--- src/rtl/uart_rx_deframer_if.sv ---
// Serial-line side and host-side signals of the 8E1 UART receiver.
// Latency: none, wiring only.
// Backpressure: none; rx_valid is a strobe and the consumer must take it.
interface uart_rx_deframer_if;
    logic       rxd;
    logic       rx_en;
    logic [2:0] baud_select;
    logic [7:0] rx_data;
    logic       rx_ferror;
    logic       rx_perror;
    logic       rx_valid;
    logic       rx_busy;

    // Drives the line and the controls (bench or upstream wrapper).
    modport master (
        output rxd, rx_en, baud_select,
        input  rx_data, rx_ferror, rx_perror, rx_valid, rx_busy
    );

    // The receiver itself.
    modport slave (
        input  rxd, rx_en, baud_select,
        output rx_data, rx_ferror, rx_perror, rx_valid, rx_busy
    );
endinterface

--- src/rtl/uart_rx_deframer.sv ---
// 8E1 UART receiver: 16x oversampling, 3-sample majority, even-parity and stop checks.
// Latency: rx_valid ~2 + 170*div clks after the start falling edge (middle of the stop bit).
// Backpressure: none; one-cycle rx_valid strobe, data and sticky flags hold until next frame.
module uart_rx_deframer #(
    parameter int CLK_HZ    = 50000000,
    parameter int DATA_BITS = 8
) (
    input  logic               clk,
    input  logic               reset,
    uart_rx_deframer_if.slave  bus
);

    localparam int BCW = $clog2(DATA_BITS);

    // Clocks per 1/16 bit, rounded to nearest.
    function automatic logic [13:0] baud_div(input int baud);
        return 14'((CLK_HZ + 8 * baud) / (16 * baud));
    endfunction

    localparam logic [13:0] DIV_300    = baud_div(300);
    localparam logic [13:0] DIV_1200   = baud_div(1200);
    localparam logic [13:0] DIV_4800   = baud_div(4800);
    localparam logic [13:0] DIV_9600   = baud_div(9600);
    localparam logic [13:0] DIV_19200  = baud_div(19200);
    localparam logic [13:0] DIV_38400  = baud_div(38400);
    localparam logic [13:0] DIV_57600  = baud_div(57600);
    localparam logic [13:0] DIV_115200 = baud_div(115200);

    typedef enum logic [2:0] {IDLE, START, DATA, PARITY, STOP} state_t;

    state_t                 state_q, state_d;
    logic                   sync1, rxs;
    logic [2:0]             baud_q;
    logic [13:0]            div_cnt, div_max;
    logic [3:0]             s_cnt;
    logic [BCW-1:0]         bit_cnt;
    logic                   smp7, smp8;
    logic [DATA_BITS-1:0]   shreg;
    logic                   perr_q;
    logic                   tick, maj, at9, at15;
    logic                   start_frame, done;

    // Two-flop synchroniser; presets to idle-high so reset never looks like a start bit.
    always_ff @(posedge clk or posedge reset) begin
        if (reset) begin
            sync1 <= 1'b1;
            rxs   <= 1'b1;
        end else begin
            sync1 <= bus.rxd;
            rxs   <= sync1;
        end
    end

    // Divisor for the rate latched at frame start.
    always_comb begin
        div_max = DIV_115200;
        case (baud_q)
            3'b000:  div_max = DIV_300;
            3'b001:  div_max = DIV_1200;
            3'b010:  div_max = DIV_4800;
            3'b011:  div_max = DIV_9600;
            3'b100:  div_max = DIV_19200;
            3'b101:  div_max = DIV_38400;
            3'b110:  div_max = DIV_57600;
            default: div_max = DIV_115200;
        endcase
    end

    assign tick = (state_q != IDLE) && (div_cnt == div_max - 14'd1);
    assign at9  = tick && (s_cnt == 4'd9);
    assign at15 = tick && (s_cnt == 4'd15);
    // Third vote is the live sample at s=9, so the bit is decided on that tick.
    assign maj  = (smp7 & smp8) | (smp7 & rxs) | (smp8 & rxs);

    // State register.
    always_ff @(posedge clk or posedge reset) begin
        if (reset) begin
            state_q <= IDLE;
        end else begin
            state_q <= state_d;
        end
    end

    // Next state; STOP leaves at its s=9 vote so the next start edge is not missed.
    always_comb begin
        state_d     = state_q;
        start_frame = 1'b0;
        done        = 1'b0;
        if (!bus.rx_en) begin
            state_d = IDLE;
        end else begin
            case (state_q)
                IDLE: begin
                    if (!rxs) begin
                        state_d     = START;
                        start_frame = 1'b1;
                    end
                end
                START: begin
                    if (at9 && maj) begin
                        state_d = IDLE;
                    end else if (at15) begin
                        state_d = DATA;
                    end
                end
                DATA: begin
                    if (at15 && (bit_cnt == BCW'(DATA_BITS - 1))) begin
                        state_d = PARITY;
                    end
                end
                PARITY: begin
                    if (at15) begin
                        state_d = STOP;
                    end
                end
                STOP: begin
                    if (at9) begin
                        state_d = IDLE;
                        done    = 1'b1;
                    end
                end
                default: state_d = IDLE;
            endcase
        end
    end

    // Tick/sample/bit counters and the data path; everything is parked at zero in IDLE.
    always_ff @(posedge clk or posedge reset) begin
        if (reset) begin
            baud_q  <= 3'b000;
            div_cnt <= '0;
            s_cnt   <= '0;
            bit_cnt <= '0;
            smp7    <= 1'b1;
            smp8    <= 1'b1;
            shreg   <= '0;
            perr_q  <= 1'b0;
        end else if (state_q == IDLE) begin
            div_cnt <= '0;
            s_cnt   <= '0;
            bit_cnt <= '0;
            if (start_frame) begin
                baud_q <= bus.baud_select;
            end
        end else begin
            div_cnt <= tick ? 14'd0 : div_cnt + 14'd1;
            if (tick) begin
                s_cnt <= s_cnt + 4'd1;
            end
            if (tick && (s_cnt == 4'd7)) begin
                smp7 <= rxs;
            end
            if (tick && (s_cnt == 4'd8)) begin
                smp8 <= rxs;
            end
            if (at15 && (state_q == DATA)) begin
                bit_cnt <= bit_cnt + BCW'(1);
            end
            if (at9 && (state_q == DATA)) begin
                shreg <= {maj, shreg[DATA_BITS-1:1]};
            end
            if (at9 && (state_q == PARITY)) begin
                perr_q <= (^shreg) ^ maj;
            end
        end
    end

    // Host-side outputs: updated only by a completed frame, errors included.
    always_ff @(posedge clk or posedge reset) begin
        if (reset) begin
            bus.rx_data   <= '0;
            bus.rx_perror <= 1'b0;
            bus.rx_ferror <= 1'b0;
            bus.rx_valid  <= 1'b0;
        end else begin
            bus.rx_valid <= done;
            if (done) begin
                bus.rx_data   <= shreg;
                bus.rx_perror <= perr_q;
                bus.rx_ferror <= ~maj;
            end
        end
    end

    assign bus.rx_busy = (state_q != IDLE);

endmodule

--- src/flat_wrapper.sv ---
// flat-port wrapper written by rule: the top's interface ports become plain ports
module uart_rx_deframer_flat 
#(
    parameter int CLK_HZ    = 50000000,
    parameter int DATA_BITS = 8
)
  (clk, reset, bus_rxd, bus_rx_en, bus_baud_select, bus_rx_data, bus_rx_ferror, bus_rx_perror, bus_rx_valid, bus_rx_busy);
  uart_rx_deframer_if bus_i ();
  input  logic clk;
  input  logic reset;
  input wire logic [$bits(bus_i.rxd)-1:0] bus_rxd;
  input wire logic [$bits(bus_i.rx_en)-1:0] bus_rx_en;
  input wire logic [$bits(bus_i.baud_select)-1:0] bus_baud_select;
  output wire logic [$bits(bus_i.rx_data)-1:0] bus_rx_data;
  output wire logic [$bits(bus_i.rx_ferror)-1:0] bus_rx_ferror;
  output wire logic [$bits(bus_i.rx_perror)-1:0] bus_rx_perror;
  output wire logic [$bits(bus_i.rx_valid)-1:0] bus_rx_valid;
  output wire logic [$bits(bus_i.rx_busy)-1:0] bus_rx_busy;
  assign bus_i.rxd = bus_rxd;
  assign bus_i.rx_en = bus_rx_en;
  assign bus_i.baud_select = bus_baud_select;
  assign bus_rx_data = bus_i.rx_data;
  assign bus_rx_ferror = bus_i.rx_ferror;
  assign bus_rx_perror = bus_i.rx_perror;
  assign bus_rx_valid = bus_i.rx_valid;
  assign bus_rx_busy = bus_i.rx_busy;
  uart_rx_deframer #(.CLK_HZ(CLK_HZ), .DATA_BITS(DATA_BITS)) u_core (.clk(clk), .reset(reset), .bus(bus_i));
endmodule
--- config.mk ---
export PLATFORM = sky130hd
export DESIGN_NAME = uart_rx_deframer_flat
export DESIGN_NICKNAME = d
export VERILOG_FILES = /design/src/rtl/uart_rx_deframer_if.sv /design/src/rtl/uart_rx_deframer.sv /design/src/flat_wrapper.sv
export SDC_FILE = /design/constraint.sdc
export NUM_CORES = 1
export LEC_CHECK = 0
export CORE_MARGIN = 5
export CORE_UTILIZATION = 30
export DETAILED_ROUTE_END_ITERATION = 8
export PLACE_DENSITY = 0.45
export SLEW_MARGIN = 30
export SYNTH_ARGS = -nofsm -noshare
export SYNTH_HDL_FRONTEND = slang
export SYNTH_SLANG_ARGS = --single-unit
--- constraint.sdc ---
create_clock -name clk -period 2.7 [get_ports clk]
set_input_delay 0.27 -clock clk [delete_from_list [all_inputs] [get_ports clk]]
set_output_delay 0.27 -clock clk [all_outputs]
set_load 0.05 [all_outputs]
==> results.sh <==
export IMPL_setup_viol=11
export IMPL_total_power_uw=1630
export IMPL_area_growth_pct=20.1
export IMPL_arrival_ns=2.98
export IMPL_crit_path_start="u_core.baud_q[0]$_DFFE_PP0P_"
export IMPL_timing_rr_start="u_core.baud_q[0]$_DFFE_PP0P_"
export IMPL_synth_seq_area_share=0.429
export IMPL_hold_viol_final=0
export IMPL_seq_power_share=0.494
export IMPL_fmax_mhz=358
export IMPL_outcome="finished, violations left"
export IMPL_leakage_uw=0.00161
export IMPL_relSlewSlack=0.661
export IMPL_clock_latency_ns=0.31
export IMPL_cpPeakStageDelay_ns=0.42
export IMPL_detailed_place_hpwl_um=4620
export IMPL_clkPwrFrac=0.290
export IMPL_antenna_found_initial=0
export IMPL_period_share=1.03
export IMPL_drtIter0Drc=117
export IMPL_synth_area_um2=2990
export IMPL_min_period_ns=2.79
export IMPL_irDropWorstVdd_v=0.000201
export IMPL_rsz0062_at_grt="yes"
export IMPL_cp_required_ns=2.89
export IMPL_core_rowCount=36
export IMPL_initial_core_util=0.307
export IMPL_violations="negative setup slack"
export IMPL_drc=0
export IMPL_io_pins=19
export IMPL_wire_per_inst_um=14.0
export IMPL_layout_area_seq_um2=1280
export IMPL_drive_gt1_frac=0.226
export IMPL_finalWirelength_um=6400
export IMPL_max_cap_viol_count=0
export IMPL_intPower_uw=1130
export IMPL_synthTopCellsByCount="dfrtp_1, nor2_1, nand2_1"
export IMPL_nFillCells=1019
export IMPL_diodes=0
export IMPL_synthArstFlopShare=1.00
export IMPL_core_um2=9730
export IMPL_yosys_area_top_type="dfrtp_1"
export IMPL_synth_main_ff_cell="dfrtp_1"
export IMPL_crit_path_max_fanout=5
export IMPL_overflow=0
export IMPL_yosysMostFrequentCell="dfrtp_1"
export IMPL_grt_use_total=0.113
export IMPL_p_comb_frac=0.216
export IMPL_p_per_area_nw_per_um2=454
export IMPL_p_sw_frac=0.307
export IMPL_htree_num_levels=2
export IMPL_path_class="reg2reg"
export IMPL_first_global_vias=2104
export IMPL_worstMarginPinSlew_ns=0.506
export IMPL_yosysUniqueCellTypes=60
export IMPL_synth_seq_cells=51
export IMPL_fin_ws_ns=-0.0909
export IMPL_grt_pass1_wl_um=10800
export IMPL_dp_slack_ns=-0.0958
export IMPL_synth_top_area_frac=0.394
export IMPL_tns_ns=-0.784
export IMPL_switchingPower_uw=500
export IMPL_die_area_um2=12100
export IMPL_vias=2164
export IMPL_finalCoreUtilization=0.369
export IMPL_synth_edf_count=0
export IMPL_die_h_um=110
export IMPL_gp_congestion=0.855
export IMPL_clk_path_buf_depth=2
export IMPL_slowest_stage="dfrtp_1"
export IMPL_cts_made_buffers=5
export IMPL_path_delay_family="simple AND/OR/NAND/NOR gates"
export IMPL_cts_root_buf="clkbuf_8"
export IMPL_clkSlewWorstSetupHoldPaths_ns=0.11
export IMPL_path_buf_inv=1
export IMPL_avgSynthCellArea_um2=10.3
export IMPL_viasPerCell=4.75
export IMPL_crit_chain="nand2b_4, mux2i_1, ha_1, xor2_1, nand4_1, a311oi_2, o311a_4, nand3_4, or3b_4, buf_6, mux2_4"
export IMPL_cts_tree="done"
export IMPL_syn_inst=289
export IMPL_antenna_left=0
export IMPL_dr_pass1_iters=7
export IMPL_io_buffers=18
export IMPL_syn_nets=303
export IMPL_holdCritPathClass="in2async"
export IMPL_grt_max_degree=21
export IMPL_clock_sinks=51
export IMPL_fin_hold_ws_ns=0.268
export IMPL_maxSlewViolCount=0
export IMPL_multi_input_area_um2=1630
export IMPL_ys_warn_count=0
export IMPL_finalClockSkew_ns=0.00923
export IMPL_critPathCaptureType="register"
export IMPL_synth_area_leaders="dfrtp_1, mux2_4, mux2_1"
export IMPL_die_w_um=110
export IMPL_fin_nets=336
export IMPL_cp_start_kind="register"
==> cells in the final DEF (no fill, tap or decap), types with 9 or more instances in the layout <==
cell type        count
buf_4               20
clkdlybuf4s50_1     17
dfrtp_1             47
inv_1               12
mux2_4              18
nand2_1             15
nand3_1             10
nor2_1              29
o21ai_0              9
xnor2_1             13
xor2_1              13
==> per-layer routing <==
| metal | track usage | share of wire | vias up |
|---|---|---|---|
| met2 | 0.172 | 0.45 | 28 |
| met1 | 0.167 | 0.51 | 1052 |
| met3 | 0.0229 | 0.036 | 2 |
| met4 | 0.0214 | 0.0059 | 0 |
| li1 | - | - | 1082 |
| met5 | 0 | 0 | - |
==> what timing repair did <==
action	CTS	global route
hold buffers	0	0
setup endpoints to repair	19	27
hold endpoints to repair	0	0
resized for setup	7	12
gates cloned	1	0
buffers inserted	2	1
==> cell families (layout without fill, tap and decap cells) <==
| family | count (synthesis) | count (layout) | share of synthesized area |
|---|---|---|---|
| AO/OA/AOI/OAI | 43 | 43 | 0.106 |
| AND/OR/NAND/NOR | 104 | 104 | 0.195 |
| XOR/XNOR | 26 | 26 | 0.0762 |
| multiplexers | 28 | 28 | 0.115 |
| buffers and inverters | 29 | 63 | 0.0469 |
| flip-flops | 51 | 51 | 0.429 |
| adder cells (fa/ha/maj) | 8 | 8 | 0.0327 |
==> path summary, 6_finish.rpt <==
check / endpoint / slack, ns / cells after the start
max: u_core.bus.rx_data[1]$_DFFE_PP0P_ / -0.09 / 11
min in group clk: u_core.rxs$_DFF_PP1_ / 0.36 / 0
max in group asynchronous: u_core.sync1$_DFF_PP1_ / 1.74 / 3
min reg2reg: u_core.rxs$_DFF_PP1_ / 0.36 / 0
max reg2reg: u_core.bus.rx_data[1]$_DFFE_PP0P_ / -0.09 / 11
min: u_core.shreg[7]$_DFFE_PP0P_ / 0.27 / 2
==> per-stage QoR <==
stage / instance area [um^2] / std cells
floorplan: 3010 / 289
global placement: 3400 / 444
detailed placement: 3400 / 444
CTS: 3540 / 455
global route: 3590 / 456
finish: 3590 / 456
==> flip-flops by register name, indices dropped and copies added (netlist names), 3 cells and up <==
name,cells
u_core.s_cnt,4
u_core.state_q,3
u_core.div_cnt,14
u_core.bit_cnt,3
u_core.shreg,8
u_core.bus.rx_data,8
u_core.baud_q,3
==> area by class of cell <==
type,instances,area share
multi-input cells,209,0.454
flip-flops and latches,51,0.357
repair buffers,41,0.102
well taps,133,0.0464
clock buffers,5,0.0192
inverters,14,0.0146
clock inverters,3,0.00732
==> power groups by stage <==
stage                     sequential [uW]  combinational, uW  clock, uW
after floorplan                       808                260          0
after global placement                818                341          0
after detailed placement              818                343          0
after CTS                             804                352        493
after global routing                  808                393        531
final                                 804                352        472
==> worst reg2reg max path: stages, from the launching register on <==
cell and delay [ns]:
dfrtp_1 0.42, nand2b_4 0.15, mux2i_1 0.13, ha_1 0.25, xor2_1 0.17, nand4_1 0.12, a311oi_2 0.26, o311a_4 0.26
nand3_4 0.08, or3b_4 0.41, buf_6 0.15, mux2_4 0.29
No activity file was read; power rests on OpenSTA's default activity.
